==> src/rtl/periph_irq_ctrl.sv <==
// periph_irq_ctrl
// Interrupt controller for the SPI / UART-rx / I2C completion flags.
// Rising edges on src are latched into pend, and a second edge on a bit
// that is still pending sets that bit's sticky ovf flag. Sources enabled in
// en compete for a single request line. The core claims a request with ack
// and releases it with eoi.
//
// Parameters:
//   RR        0 = fixed priority SPI > UART > I2C,
//             1 = round-robin (the last acked source becomes lowest priority)
// Ports:
//   clk       clock, rising edge
//   nrst      synchronous reset, active low
//   src[2:0]  level completion flags: [0] SPI, [1] UART rx, [2] I2C
//   cfg_we    configuration write strobe
//   cfg_wdata [2:0] enable mask, [5:3] overflow clear (write 1 to clear)
//   ack       core claims the current request
//   eoi       core has finished the handler
//   irq       interrupt request
//   irq_id    source of the current or serviced request, 3 = none
//   pend      pending flags
//   ovf       sticky overflow flags
//   en        current enable mask
module periph_irq_ctrl #(
    parameter int RR = 0
) (
    input  logic       clk,
    input  logic       nrst,
    input  logic [2:0] src,
    input  logic       cfg_we,
    input  logic [7:0] cfg_wdata,
    input  logic       ack,
    input  logic       eoi,
    output logic       irq,
    output logic [1:0] irq_id,
    output logic [2:0] pend,
    output logic [2:0] ovf,
    output logic [2:0] en
);

    typedef enum logic [1:0] {
        IDLE = 2'd0,
        REQ  = 2'd1,
        SVC  = 2'd2
    } state_t;

    state_t     state_reg;
    logic [2:0] src_q_reg;
    logic [2:0] pend_reg;
    logic [2:0] ovf_reg;
    logic [2:0] en_reg;
    logic       irq_reg;
    logic [1:0] irq_id_reg;
    logic [1:0] rr_ptr_reg;

    logic [2:0] event_vec;
    logic [2:0] cand;
    logic [2:0] id_onehot;
    logic [2:0] ack_clr;
    logic [2:0] ovf_set;
    logic [2:0] pend_next;
    logic [2:0] ovf_next;
    logic       en_cur;
    logic [1:0] prio_start;
    logic [1:0] slot [3];
    logic [1:0] grant_id;

    // Bits [7:6] of the config word carry no function.
    logic unused_cfg_bits;
    assign unused_cfg_bits = &{1'b0, cfg_wdata[7:6]};

    // (s + k) mod 3 for s, k in 0..2
    function automatic logic [1:0] rot3(input logic [1:0] s, input logic [1:0] k);
        logic [2:0] t;
        t = {1'b0, s} + {1'b0, k};
        return (t >= 3'd3) ? 2'(t - 3'd3) : t[1:0];
    endfunction

    assign event_vec = src & ~src_q_reg;
    assign cand      = pend_reg & en_reg;
    assign ack_clr   = id_onehot & {3{(state_reg == REQ) && ack}};
    assign en_cur    = |(en_reg & id_onehot);

    generate
        for (genvar gi = 0; gi < 3; gi++) begin : g_src
            assign id_onehot[gi] = (irq_id_reg == 2'(gi));
            // An edge on the same cycle as the ack re-arms the bit instead
            // of being counted as an overflow.
            assign ovf_set[gi]   = event_vec[gi] & pend_reg[gi] & ~ack_clr[gi];
            assign pend_next[gi] = event_vec[gi] | (pend_reg[gi] & ~ack_clr[gi]);
            // A new overflow outranks a simultaneous software clear.
            assign ovf_next[gi]  = ovf_set[gi] |
                                   (ovf_reg[gi] & ~(cfg_we & cfg_wdata[3 + gi]));
        end
    endgenerate

    // Priority order: slot[0] is highest. In round-robin mode the order
    // starts just after the most recently acked source.
    assign prio_start = (RR != 0) ? rot3(rr_ptr_reg, 2'd1) : 2'd0;

    generate
        for (genvar gi = 0; gi < 3; gi++) begin : g_slot
            assign slot[gi] = rot3(prio_start, 2'(gi));
        end
    endgenerate

    always_comb begin
        grant_id = 2'd3;
        if (cand[slot[0]]) begin
            grant_id = slot[0];
        end else if (cand[slot[1]]) begin
            grant_id = slot[1];
        end else if (cand[slot[2]]) begin
            grant_id = slot[2];
        end
    end

    // Flag and configuration registers
    always_ff @(posedge clk) begin
        if (!nrst) begin
            src_q_reg <= 3'b000;
            pend_reg  <= 3'b000;
            ovf_reg   <= 3'b000;
            en_reg    <= 3'b000;
        end else begin
            src_q_reg <= src;
            pend_reg  <= pend_next;
            ovf_reg   <= ovf_next;
            if (cfg_we) begin
                en_reg <= cfg_wdata[2:0];
            end
        end
    end

    // Request state machine with registered irq / irq_id
    always_ff @(posedge clk) begin
        if (!nrst) begin
            state_reg  <= IDLE;
            irq_reg    <= 1'b0;
            irq_id_reg <= 2'd3;
            rr_ptr_reg <= 2'd2;
        end else begin
            case (state_reg)
                IDLE: begin
                    if (|cand) begin
                        state_reg  <= REQ;
                        irq_reg    <= 1'b1;
                        irq_id_reg <= grant_id;
                    end
                end
                REQ: begin
                    // ack wins over eoi and over a simultaneous withdraw.
                    if (ack) begin
                        state_reg <= SVC;
                        irq_reg   <= 1'b0;
                        if (RR != 0) begin
                            rr_ptr_reg <= irq_id_reg;
                        end
                    end else if (!en_cur) begin
                        // Masked before being claimed; pend is kept.
                        state_reg  <= IDLE;
                        irq_reg    <= 1'b0;
                        irq_id_reg <= 2'd3;
                    end
                end
                SVC: begin
                    if (eoi) begin
                        state_reg  <= IDLE;
                        irq_id_reg <= 2'd3;
                    end
                end
                default: begin
                    state_reg  <= IDLE;
                    irq_reg    <= 1'b0;
                    irq_id_reg <= 2'd3;
                end
            endcase
        end
    end

    assign irq    = irq_reg;
    assign irq_id = irq_id_reg;
    assign pend   = pend_reg;
    assign ovf    = ovf_reg;
    assign en     = en_reg;

endmodule
==> config.mk <==
export PLATFORM = sky130hd
export DESIGN_NAME = periph_irq_ctrl
export DESIGN_NICKNAME = d
export VERILOG_FILES = /design/src/rtl/periph_irq_ctrl.sv
export SDC_FILE = /design/constraint.sdc
export NUM_CORES = 1
export LEC_CHECK = 0
export BUFFER_PORTS_ARGS = -buffer_cell sky130_fd_sc_hd__buf_2
export CAP_MARGIN = 20
export CORE_UTILIZATION = 49
export DETAILED_ROUTE_END_ITERATION = 10
export HOLD_SLACK_MARGIN = 0.03
export PLACE_DENSITY = 0.87
export SLEW_MARGIN = 10
export SYNTH_ARGS = -nofsm -noshare
export SYNTH_HDL_FRONTEND = slang
export SYNTH_SLANG_ARGS = --single-unit
==> constraint.sdc <==
create_clock -name clk -period 3.1 [get_ports clk]
set_input_delay 0.775 -clock clk [delete_from_list [all_inputs] [get_ports clk]]
set_output_delay 0.775 -clock clk [all_outputs]
set_load 0.05 [all_outputs]
==> flow_metrics.env <==
export IMPL_diodes=0
export IMPL_grt_max_degree=12
export IMPL_grt_pass1_wl_mm=1.99
export IMPL_dieArea_mm2=0.00160
export IMPL_clockBufferDepth=2
export IMPL_finClkSkew_ps=3.68
export IMPL_cp_required_ps=2320
export IMPL_htreeDepth=1
export IMPL_layout_cells_most_common="buf_2"
export IMPL_wire_per_inst_um=11.4
export IMPL_postCtsSetupBuffers=0
export IMPL_area_growth_pct=22.5
export IMPL_wl_mm=1.36
export IMPL_critPathLaunchType="flip-flop"
export IMPL_syn_area_per_cell_um2=8.93
export IMPL_clk_latency_ps=280
export IMPL_mostFrequentLayoutCells="buf_2 (25), dfxtp_1 (17), nand2_1 (9)"
export IMPL_slew_viol_final=0
export IMPL_drc=0
export IMPL_rsz0062_at_grt="no"
export IMPL_slew_headroom_pct=67.8
export IMPL_finalSetupViolations=0
export IMPL_post_dp_hpwl_mm=1.03
export IMPL_drv_cap=0
export IMPL_place_gp_congestion=0.810
export IMPL_hold_class="flip-flop to flip-flop"
export IMPL_grt_pass1_vias=507
export IMPL_core_area_mm2=0.00132
export IMPL_hold_violations=0
export IMPL_rrSetupSlack_ps=1640
export IMPL_vias=640
export IMPL_cts_tree="built"
export IMPL_drive_gt1_share_pct=27.6
export IMPL_min_to="ovf[0]"
export IMPL_overflow=0
export IMPL_cts_resized=0
export IMPL_clkTransAtPathRegs_ps=100
export IMPL_grt_antenna_before_repair=0
export IMPL_fp_row_count=13
export IMPL_synth_edf_count=0
export IMPL_seq_area_frac_synth_pct=48.2
export IMPL_setup_tns_ps=0
export IMPL_timing_rr_start="irq_id[0]"
export IMPL_crit_chain="buf_2"
export IMPL_synth_seq_cells=17
export IMPL_start_util_pct=53.6
export IMPL_max_freq_mhz=544
export IMPL_critPathKind="flip-flop to output port"
export IMPL_leakagePower_nw=0.413
export IMPL_cpMaxStageDelayCell="dfxtp_1"
export IMPL_path_max_fanout=7
export IMPL_portBuffers=25
export IMPL_fin_crit_ps=1840
export IMPL_end_kind="output port"
export IMPL_critPathMaxStageDelay_ps=470
export IMPL_setup_worst_path_start="irq_id[1]"
export IMPL_via_per_inst=5.33
export IMPL_synthArstFlopShare_pct=0
export IMPL_syn_nets=95
export IMPL_pin_count=28
export IMPL_cts_inserted_buffers=3
export IMPL_clockRootBuffer="clkbuf_4"
export IMPL_antenna_left=0
export IMPL_yosysUniqueCellTypes=25
export IMPL_reg2reg_depth=4
export IMPL_worstHoldPathCells=2
export IMPL_power_uw=448
export IMPL_outcome="finished, final reports clean"
export IMPL_cp_arrival_ps=1060
export IMPL_synth_ff_type="dfxtp_1"
export IMPL_fp_dieH_um=40.0
export IMPL_ys_warnings_count=0
export IMPL_synth_cells=79
export IMPL_ir_worst_vdd_uv=226
export IMPL_p_per_area_mw_per_mm2=518
export IMPL_max_slew_worst_pin_slew_ps=484
export IMPL_cts_hold_buf=0
export IMPL_hp_start="ovf[0]"
export IMPL_grt_usage_pct=18.9
export IMPL_nets=122
export IMPL_dr_pass1_iters=4
export IMPL_clkSinkCount=17
export IMPL_cp_top_family="flip-flops"
export IMPL_die_x_um=40.0
export IMPL_synth_area_um2=706
export IMPL_timing_final_crit_share_pct=59.3
export IMPL_drtIter0Drc=9
export IMPL_cp_num_buf_inv=1
export IMPL_r2r_end="irq"
-- how the worst max path moves through the flow --
| stage | to | slack (ps) | cells after the start |
|---|---|---|---|
| floorplan | irq | 1400 | 4 |
| global placement | irq | 1300 | 4 |
| detailed placement | irq | 1290 | 4 |
| CTS | irq_id[1] | 1260 | 1 |
| global route | irq_id[1] | 1220 | 1 |
| finish | irq_id[1] | 1260 | 1 |
-- cell usage after synthesis (3+ instances only) --
| cell type | instances | area [µm²] |
|---|---|---|
| dfxtp_1 | 17 | 340 |
| nand3_1 | 3 | 15.0 |
| nand2_1 | 9 | 33.8 |
| inv_1 | 4 | 15.0 |
| clkbuf_1 | 3 | 11.3 |
| and2_1 | 4 | 25.0 |
| a21oi_1 | 4 | 20.0 |
| mux2i_1 | 3 | 30.0 |
| nor2_1 | 8 | 30.0 |
| nand2b_1 | 4 | 25.0 |
| o31ai_1 | 4 | 30.0 |
| o21ai_0 | 3 | 15.0 |
-- stage by stage --
stage          instance area, µm²  instances  setup slack, ps  hold slack [ps]  utilization, %
4_1_cts                       865        120             1260              475            65.6
3_5_place_dp                  838        116             1290              463            63.6
6_report                      865        120             1260              473            65.6
5_1_grt                       865        120             1220              503            65.6
3_3_place_gp                  838        116             1300              453            63.6
2_1_floorplan                 706         79             1400              486               -
-- kinds of logic (layout without fill, tap and decap cells) --
family                 Yosys count  in the layout  synth area share, %
AOI/OAI and AO/OA               21             21                 21.6
DFF                             17             17                 48.2
buffers and inverters            7             33                 3.72
muxes                            3              3                 4.26
and+or+nand+nor                 31             31                 22.2
-- power by group --
group / switching (mW) / total [mW] / internal [mW]
clock network: 0.0666 / 0.116 / 0.0499
logic: 0.0595 / 0.0878 / 0.0283
registers: 0.0119 / 0.243 / 0.231
-- layer usage --
metal | global-route usage [%] | wire length, µm | up-vias
li1 | - | - | 330
met4 | 10.3 | 7 | 0
met1 | 21.9 | 626 | 286
met5 | 0 | 0 | -
met2 | 32.7 | 652 | 22
met3 | 3.33 | 78 | 2
-- area by class of cell --
| class | count | area (µm²) |
|---|---|---|
| well taps | 15 | 18.8 |
| flip-flops and latches | 17 | 340 |
| inverters | 4 | 15.0 |
| repair buffers | 25 | 125 |
| clock buffers | 4 | 26.3 |
| fillers | 103 | 453 |
| multi-input cells | 55 | 339 |
Note: power is estimated with default switching activity, not from simulation.
